--- src/rtl/riscv_mdu.sv ---
// riscv_mdu: iterative RV32M multiply/divide unit for the EX stage.
// Shift-add multiply and restoring divide retire one bit per cycle on
// unsigned magnitudes; sign correction happens in the FIX state.
// Divide-by-zero and signed overflow skip straight to FIX.
// Optional build macro MDU_FAST_MUL_EN: MUL-class ops use a single-cycle
// combinational multiplier instead of the iterative loop.
module riscv_mdu #(
  parameter int DATA_W = 32
) (
  input  logic              clk,
  input  logic              reset,
  input  logic              flush,
  input  logic              start,
  input  logic [2:0]        funct3,
  input  logic [DATA_W-1:0] op_a,
  input  logic [DATA_W-1:0] op_b,
  output logic              busy,
  output logic              done,
  output logic [DATA_W-1:0] result
);

  localparam int CNT_W = $clog2(DATA_W) + 1;

  typedef enum logic [1:0] {S_IDLE, S_MUL, S_DIV, S_FIX} state_t;

  state_t state_q, state_d;

  logic [2:0]          f3_q;
  logic [2*DATA_W-1:0] acc_q;     // mul: {hi, multiplier/lo}; div: {rem, quo}
  logic [DATA_W-1:0]   opd_q;     // multiplicand or divisor magnitude
  logic                neg_q;     // negate product / quotient
  logic                neg_rem_q; // negate remainder
  logic [CNT_W-1:0]    cnt_q;
  logic [DATA_W-1:0]   result_q;
  logic                done_q;

  // issue-side decode
  logic              is_div, a_signed, b_signed, a_neg, b_neg;
  logic [DATA_W-1:0] mag_a, mag_b;
  logic              div_zero, div_ovf, fast_mul, fast;

  // iteration and fix-up datapath
  logic [DATA_W:0]     mul_sum;
  logic [2*DATA_W-1:0] mul_nxt;
  logic [DATA_W:0]     div_shl, div_diff;
  logic                div_ge;
  logic [2*DATA_W-1:0] div_nxt;
  logic [2*DATA_W-1:0] prod_fix;
  logic [DATA_W-1:0]   quo_fix, rem_fix, fix_res;

  // Decode signedness and magnitudes of the incoming operands
  always_comb begin
    is_div   = funct3[2];
    a_signed = funct3 inside {3'b001, 3'b010, 3'b100, 3'b110};
    b_signed = funct3 inside {3'b001, 3'b100, 3'b110};
    a_neg    = a_signed & op_a[DATA_W-1];
    b_neg    = b_signed & op_b[DATA_W-1];
    mag_a    = a_neg ? -op_a : op_a;
    mag_b    = b_neg ? -op_b : op_b;
    div_zero = is_div && (op_b == '0);
    div_ovf  = is_div && !funct3[0] &&
               (op_a == {1'b1, {(DATA_W-1){1'b0}}}) && (op_b == '1);
`ifdef MDU_FAST_MUL_EN
    fast_mul = !is_div;
`else
    fast_mul = 1'b0;
`endif
    fast     = div_zero || div_ovf || fast_mul;
  end

  // One shift-add step and one restoring-divide step
  always_comb begin
    mul_sum  = {1'b0, acc_q[2*DATA_W-1:DATA_W]} +
               (acc_q[0] ? {1'b0, opd_q} : {(DATA_W+1){1'b0}});
    mul_nxt  = {mul_sum, acc_q[DATA_W-1:1]};
    div_shl  = {acc_q[2*DATA_W-1:DATA_W], acc_q[DATA_W-1]};
    div_diff = div_shl - {1'b0, opd_q};
    div_ge   = div_shl >= {1'b0, opd_q};
    div_nxt  = {(div_ge ? div_diff[DATA_W-1:0] : div_shl[DATA_W-1:0]),
                acc_q[DATA_W-2:0], div_ge};
  end

  // Sign correction and result select applied in FIX
  always_comb begin
    prod_fix = neg_q ? -acc_q : acc_q;
    quo_fix  = neg_q ? -acc_q[DATA_W-1:0] : acc_q[DATA_W-1:0];
    rem_fix  = neg_rem_q ? -acc_q[2*DATA_W-1:DATA_W] : acc_q[2*DATA_W-1:DATA_W];
    fix_res  = '0;
    if (f3_q[2])
      fix_res = f3_q[1] ? rem_fix : quo_fix;
    else if (f3_q[1:0] == 2'b00)
      fix_res = prod_fix[DATA_W-1:0];
    else
      fix_res = prod_fix[2*DATA_W-1:DATA_W];
  end

  // State register
  always_ff @(posedge clk or negedge reset) begin
    if (!reset) state_q <= S_IDLE;
    else        state_q <= state_d;
  end

  // Next-state logic; flush wins over everything, including start
  always_comb begin
    state_d = state_q;
    if (flush) begin
      state_d = S_IDLE;
    end else begin
      case (state_q)
        S_IDLE:  if (start) state_d = fast ? S_FIX : (is_div ? S_DIV : S_MUL);
        S_MUL,
        S_DIV:   if (cnt_q == CNT_W'(1)) state_d = S_FIX;
        S_FIX:   state_d = S_IDLE;
        default: state_d = S_IDLE;
      endcase
    end
  end

  // Outputs: busy follows state, done and result are registered
  always_comb begin
    busy   = (state_q != S_IDLE);
    done   = done_q;
    result = result_q;
  end

  // Datapath: operand capture, iteration, and result load in FIX
  always_ff @(posedge clk or negedge reset) begin
    if (!reset) begin
      f3_q      <= '0;
      acc_q     <= '0;
      opd_q     <= '0;
      neg_q     <= 1'b0;
      neg_rem_q <= 1'b0;
      cnt_q     <= '0;
      result_q  <= '0;
      done_q    <= 1'b0;
    end else begin
      done_q <= 1'b0;
      if (!flush) begin
        case (state_q)
          S_IDLE: if (start) begin
            f3_q      <= funct3;
            cnt_q     <= CNT_W'(DATA_W);
            neg_q     <= a_neg ^ b_neg;
            neg_rem_q <= a_neg;
            if (div_zero) begin
              // quotient all ones, remainder is the raw dividend
              acc_q     <= {op_a, {DATA_W{1'b1}}};
              neg_q     <= 1'b0;
              neg_rem_q <= 1'b0;
            end else if (div_ovf) begin
              // quotient is the raw dividend, remainder zero
              acc_q     <= {{DATA_W{1'b0}}, op_a};
              neg_q     <= 1'b0;
              neg_rem_q <= 1'b0;
            end else if (is_div) begin
              acc_q <= {{DATA_W{1'b0}}, mag_a};
              opd_q <= mag_b;
            end else begin
`ifdef MDU_FAST_MUL_EN
              acc_q <= {{DATA_W{1'b0}}, mag_a} * {{DATA_W{1'b0}}, mag_b};
`else
              acc_q <= {{DATA_W{1'b0}}, mag_b};
`endif
              opd_q <= mag_a;
            end
          end
          S_MUL: begin
            acc_q <= mul_nxt;
            cnt_q <= cnt_q - CNT_W'(1);
          end
          S_DIV: begin
            acc_q <= div_nxt;
            cnt_q <= cnt_q - CNT_W'(1);
          end
          S_FIX: begin
            result_q <= fix_res;
            done_q   <= 1'b1;
          end
          default: ;
        endcase
      end
    end
  end

endmodule

--- config.mk ---
export PLATFORM = sky130hd
export DESIGN_NAME = riscv_mdu
export DESIGN_NICKNAME = d
export VERILOG_FILES = /design/src/rtl/riscv_mdu.sv
export SDC_FILE = /design/constraint.sdc
export NUM_CORES = 1
export LEC_CHECK = 0
export ABC_AREA = 1
export ABC_CLOCK_PERIOD_IN_PS = 2500
export BUFFER_PORTS_ARGS = -buffer_cell sky130_fd_sc_hd__buf_2
export CAP_MARGIN = 5
export CORE_MARGIN = 2
export CORE_UTILIZATION = 31
export CTS_BUF_LIST = sky130_fd_sc_hd__clkbuf_8
export DETAILED_ROUTE_END_ITERATION = 8
export SYNTH_ARGS = -nofsm -noshare
export SYNTH_HDL_FRONTEND = slang
export SYNTH_SLANG_ARGS = --single-unit
--- constraint.sdc ---
create_clock -name clk -period 2.5 [get_ports clk]
set_input_delay 0.25 -clock clk [delete_from_list [all_inputs] [get_ports clk]]
set_output_delay 0.25 -clock clk [all_outputs]
set_load 0.05 [all_outputs]
== Yosys cells after proc, flatten, opt, wreduce, memory -nomap -nowiden ==
Cells that the tools add are included.
Word-level totals
  bits in registers: 142
  input bits: 71
  output and inout bits: 34
Operators by class
  add/subtract/negate cells: 8
  equality and inequality tests: 13
  magnitude comparators: 1
  bitwise operators: 6
  reduce and logical (&&, ||, !) cells: 21
  mux-type cells: 30
Operators with widths (number)
  $mux W32: 12
  $mux W64: 3
  $pmux W64 S3: 1
  $neg A32 Y32: 4
  $eq A32 B32 Y1 const B: 2
  $neg A64 Y64: 1
  $add A32 B32 Y33: 1
  $ge A33 B32 Y1: 1
  $logic_not A32 Y1: 1
  $sub A32 B32 Y32: 1
  $pmux W6 S2: 1
  $mux W2: 5
  $reduce_and A3 Y1: 3
  $eq A3 B3 Y1 const B: 2
  $eq A6 B1 Y1 const B: 1
  $mux W1: 6
  $mux W6: 1
  $pmux W2 S3: 1
  $reduce_bool A3 Y1: 2
  $sub A6 B1 Y6 const B: 1
  $reduce_and A5 Y1: 1
  $eq A2 B2 Y1 const B: 2
  $logic_and A1 B1 Y1: 4
  $logic_not A2 Y1: 2
  15 further kinds: 20

== Depth between registers and ports, before layout ==
  depth in word-level cells: 9
  gate-level depth with buffers: 23
  depth with buffers taken out: 21

== Worst setup path before layout ==
Ideal clock, no wire load.
  kind: flip-flop to flip-flop
  from: register acc_q[0]
  to: register acc_q[57]
  data arrival time: 2.407 ns
  cell stages (with the launch flop): 24
  buffers on the path: 2
  setup slack: -0.023 ns
  setup time: 0.116 ns
  cell sequence: dfrtp_1 > buf_2 > clkbuf_1 > nand2_1 > inv_1 > ha_1 > inv_1 > fa_1 > inv_1 > nand3_1 > nand2_1 > nand2_1 > nand2_1 > nand2_1 > nand2_1 > nand2_1 > nand2_1 > nand2_1 > nand3_1 > nand2_1 > inv_1 > nand2_1 > nand2_1 > nand2_1
Between the ends
  cells in the longest elaborated chain, start to end: 3
RTL lines
  start: declaration: RTL line 29  | logic [2*DATA_W-1:0] acc_q;
  start signal: assignment: RTL line 148  | acc_q <= {op_a, {DATA_W{1'b1}}};
  start signal: assignment: RTL line 153  | acc_q <= {{DATA_W{1'b0}}, op_a};
  start signal: assignment: RTL line 157  | acc_q <= {{DATA_W{1'b0}}, mag_a};
  $mux W32: RTL line 74  | (acc_q[0] ? {1'b0, opd_q} : {(DATA_W+1){1'b0}});
  $add A32 B32 Y33: RTL line 73  | mul_sum = {1'b0, acc_q[2*DATA_W-1:DATA_W]} +
  $pmux W64 S3: RTL line 140  | case (state_q)
Every way passes these cells.
A chain may end at the register's enable or synchronous reset.

== Final worst setup path ==
  from: register acc_q[0]
  to: register acc_q[48]
The elaborated chain is that of the path after synthesis.

==> results.txt <==
Starting Density -> 0.312
Vias in the first global route -> 22.1k
Post-route cell area -> 25,700 um2
Avg WL per Cell -> 20.5 um
R2r worst-path depth -> 17
Int Pwr -> 17.2 mW
Grt met3 use -> 0.0438
Slew headroom -> 0.515
Post-synth top flop -> dfrtp_1
Die ar. -> 62,400 um2
Syn. warnings -> 0
Via-per-instance ratio -> 5.32
Hold_ws -> 0.0840 ns
Core ar. -> 60,000 um2
P&R area growth vs syn -> 36.9%
Setup CP Type -> flip-flop to flip-flop
Initial antenna violation count -> 0
Avg Inst Size Synth -> 5.58 um2
Nature of the critical path startpoint -> flip-flop
Maximum VDD drop -> 0.00234 V
Final hold vios -> 0
Placed cell areas -> 22,900 um2
Met2 usage in global routing -> 0.449
FFs w/ async S/R, synth -> 1.00
Setup violations, final -> 3
First-pass GRT wire length -> 137,000 um
Number of buffers and inverters on the critical path -> 5
Port bufs -> 104
Clock Path Buffers -> 2
Clk slew on worst S/H paths -> 0.11 ns
Gr usage total -> 0.291
Number of distinct library cells after synthesis -> 50
Synthesized area -> 18,700 um2
Largest net degree at the start of global routing -> 75
Crit path max-delay family -> simple AND/OR/NAND/NOR gates
Post-DRT Antenna Nets -> 0
1st-iter DRT viols -> 2,666
Site Rows -> 90
GR Overflow Total -> 0
Failing checks -> negative setup slack
Yosys reg bits -> 142
Chip Width -> 250 um
H-tree depth -> 4
Final WL -> 94,100 um
Unrepaired setup endpoints after global routing -> yes
Non-filler cells in the finished layout -> 4,585
Post-synthesis sequential area ratio -> 0.190
Final Cycle Share -> 1.01
Syn nets -> 3,505
Layout cells sized above 1 -> 0.275
Most common cell on crit path -> nand2_1
Fin crit period -> 2.54 ns
Hold depth -> 5
Crit path DAT -> 3.06 ns
Seq pwr share -> 0.113
Met1 global-route usage -> 0.391
CTS tree -> done
Cell depth of the worst setup path -> 17
CP required -> 3.02 ns
LEAKAGE -> 13.0 nW
Crit-path max cell delay -> 0.56 ns
Clock skew -> 0.0280 ns
Switching part of the total -> 0.582
DR vias -> 24.4k
I/O pin count -> 105
Final nets -> 3,939
Clock sinks -> 142
Cell count after synthesis -> 3,356
Critical-path maximum fanout -> 7
Cell-by-cell trace of the critical path -> clkbuf_16, nand2_2, inv_2, ha_4, nand2_8, inv_1, nand2_2, inv_1, a21oi_2, nand3_2, nand2_1, nand2_1, o21ai_2, inv_2, nand2_1, nand2_1, nand2_1
Slowest CP cell -> dfrtp_2
CTS buffer count -> 17
Setup WS pre-CTS -> -0.194 ns
Placed Cells -> 4,519
Clock Latency Late Sink -> 0.59 ns
Clock power share -> 0.048
Fin worst setup slack -> -0.0373 ns
Worst min path class -> input pin to flip-flop
Sw power -> 24.0 mW
Fmax -> 394 MHz
Max-cap violations -> 0
Diodes inserted -> 0
Root Buffer -> clkbuf_8
Initial DRT Pass Iterations -> 6
Comb pwr share -> 0.839
Final GP Congestion -> 1.06
CP endpoint kind -> flip-flop
Number of synthesized flops with an enable pin -> 0
Pwr per Cell Area -> 1610 nW/um2
Final Max Tran Viols -> 0
Final core utilization -> 0.428
Status -> finished with violations
Post-route DRC -> 0
Least-Margin Pin Slew -> 0.727 ns
Die outline height -> 250 um
Post-DP HPWL -> 74,800 um
Fillers -> 6,427
Most Crowded Layer GR -> met2
[cell usage after synthesis (5+ instances only)]
cell,n,area (um2)
o21ai_2,24,210
nand3_1,304,1520
buf_2,17,85.1
or2_2,6,37.5
o21ai_0,186,931
xor2_1,63,552
xnor2_1,22,193
a21oi_1,140,701
buf_1,17,63.8
o21ai_1,6,30.0
nor4_1,9,56.3
nor2_2,10,62.6
nand3b_1,14,105
a31oi_1,6,37.5
o211ai_1,41,308
a221oi_1,20,175
nand4_1,54,338
ha_1,76,951
inv_1,417,1570
nand2_2,6,37.5
o221ai_1,12,105
clkbuf_1,75,282
nor3_1,41,205
nand2_1,1120,4200
o21bai_1,15,113
nand3_2,9,90.1
o22ai_1,5,31.3
buf_6,10,113
o211ai_2,9,113
dfrtp_1,142,3550
nor2_1,438,1640
inv_2,11,41.3
[cell usage in the layout (no fill, tap or decap), types with 64 or more instances in the layout]
cell,instances
nand2_2,89
inv_2,64
nand2_1,1010
buf_4,402
dfrtp_1,135
a21oi_1,99
nand3_1,270
nor2_1,382
inv_1,360
o21ai_0,155
buf_2,103
[area by class of cell]
| class | count | area [um2] | area share |
|---|---|---|---|
| Multi-Input combinational cell | 2662 | 15100 | 0.587 |
| Timing Repair Buffer | 537 | 4040 | 0.157 |
| Inverter | 430 | 1630 | 0.0635 |
| Clock inverter | 15 | 145 | 0.00566 |
| Clock buffer | 17 | 234 | 0.00912 |
| Sequential cell | 142 | 3560 | 0.139 |
| Tap cell | 782 | 978 | 0.0381 |
[worst paths after layout]
path                                               end  slack (ns)                   start
worst min register to register  result[11]$_DFFE_PN0P_        0.49  result[11]$_DFFE_PN0P_
worst max register to register   acc_q[48]$_DFFE_PN0P_       -0.04    acc_q[0]$_DFFE_PN0P_
min in group asynchronous       result[22]$_DFFE_PN0P_        0.18                   reset
worst max-delay path             acc_q[48]$_DFFE_PN0P_       -0.04    acc_q[0]$_DFFE_PN0P_
worst min-delay path             acc_q[36]$_DFFE_PN0P_        0.08                 op_a[4]
max in group asynchronous            neg_q$_DFFE_PN0P_        1.63                   reset
[state kept, by name, indices dropped and copies added, names as in the netlist]
| name | count |
|---|---|
| result | 32 |
| neg_rem_q | 1 |
| opd_q | 32 |
| state_q | 2 |
| f3_q | 3 |
| neg_q | 1 |
| done | 1 |
| cnt_q | 6 |
| acc_q | 64 |
[power groups by stage]
stage               combinational (mW)  clock (mW)  sequential [mW]
finish                            34.6        1.98             4.64
global route                      37.1        2.09             4.76
CTS                               30.5        2.02             4.44
detailed placement                29.9           0             4.49
global placement                  29.9           0             4.45
floorplan                         16.1           0             5.19
[cells by family (layout without fill, tap and decap cells)]
logic type,after synthesis,in the layout,share of synthesized area
buf+inv,552,999,0.116
flops,142,142,0.190
simple gates,2024,2024,0.450
fa+ha+maj,78,78,0.0529
compound gates,475,475,0.152
xor+xnor,85,85,0.0397
[per-layer routing]
metal,wire length [um],share of wire
met1,39800,0.42
met4,5290,0.056
met3,7840,0.083
met2,41200,0.44
met5,0,0
[stage by stage]
| stage | total power [mW] | setup TNS (ns) |
|---|---|---|
| finish | 41.2 | -0.0688 |
| CTS | 37.0 | 0 |
| floorplan | 21.3 | 0 |
| global placement | 34.4 | -1.24 |
| detailed placement | 34.4 | -1.21 |
| global route | 43.9 | -1.38 |
[worst reg2reg max path: cells and delay by family, from the launching register on]
kind	cells	cell delay, ns
and+or+nand+nor	9	0.79
DFF	1	0.56
buffers and inverters	5	0.56
AOI/OAI and AO/OA	2	0.34
adders and majority gates	1	0.24
[repair_timing]
action | 4_1_cts | 5_1_grt
buffers inserted | 2 | 25
endpoints found under the hold margin | 47 | 0
pin swaps | 5 | 126
gates cloned | 0 | 3
hold buffers | 5 | 0
resized for setup | 69 | 463
endpoints found under the setup margin | 27 | 63
Power figures use the tool's default switching activity.
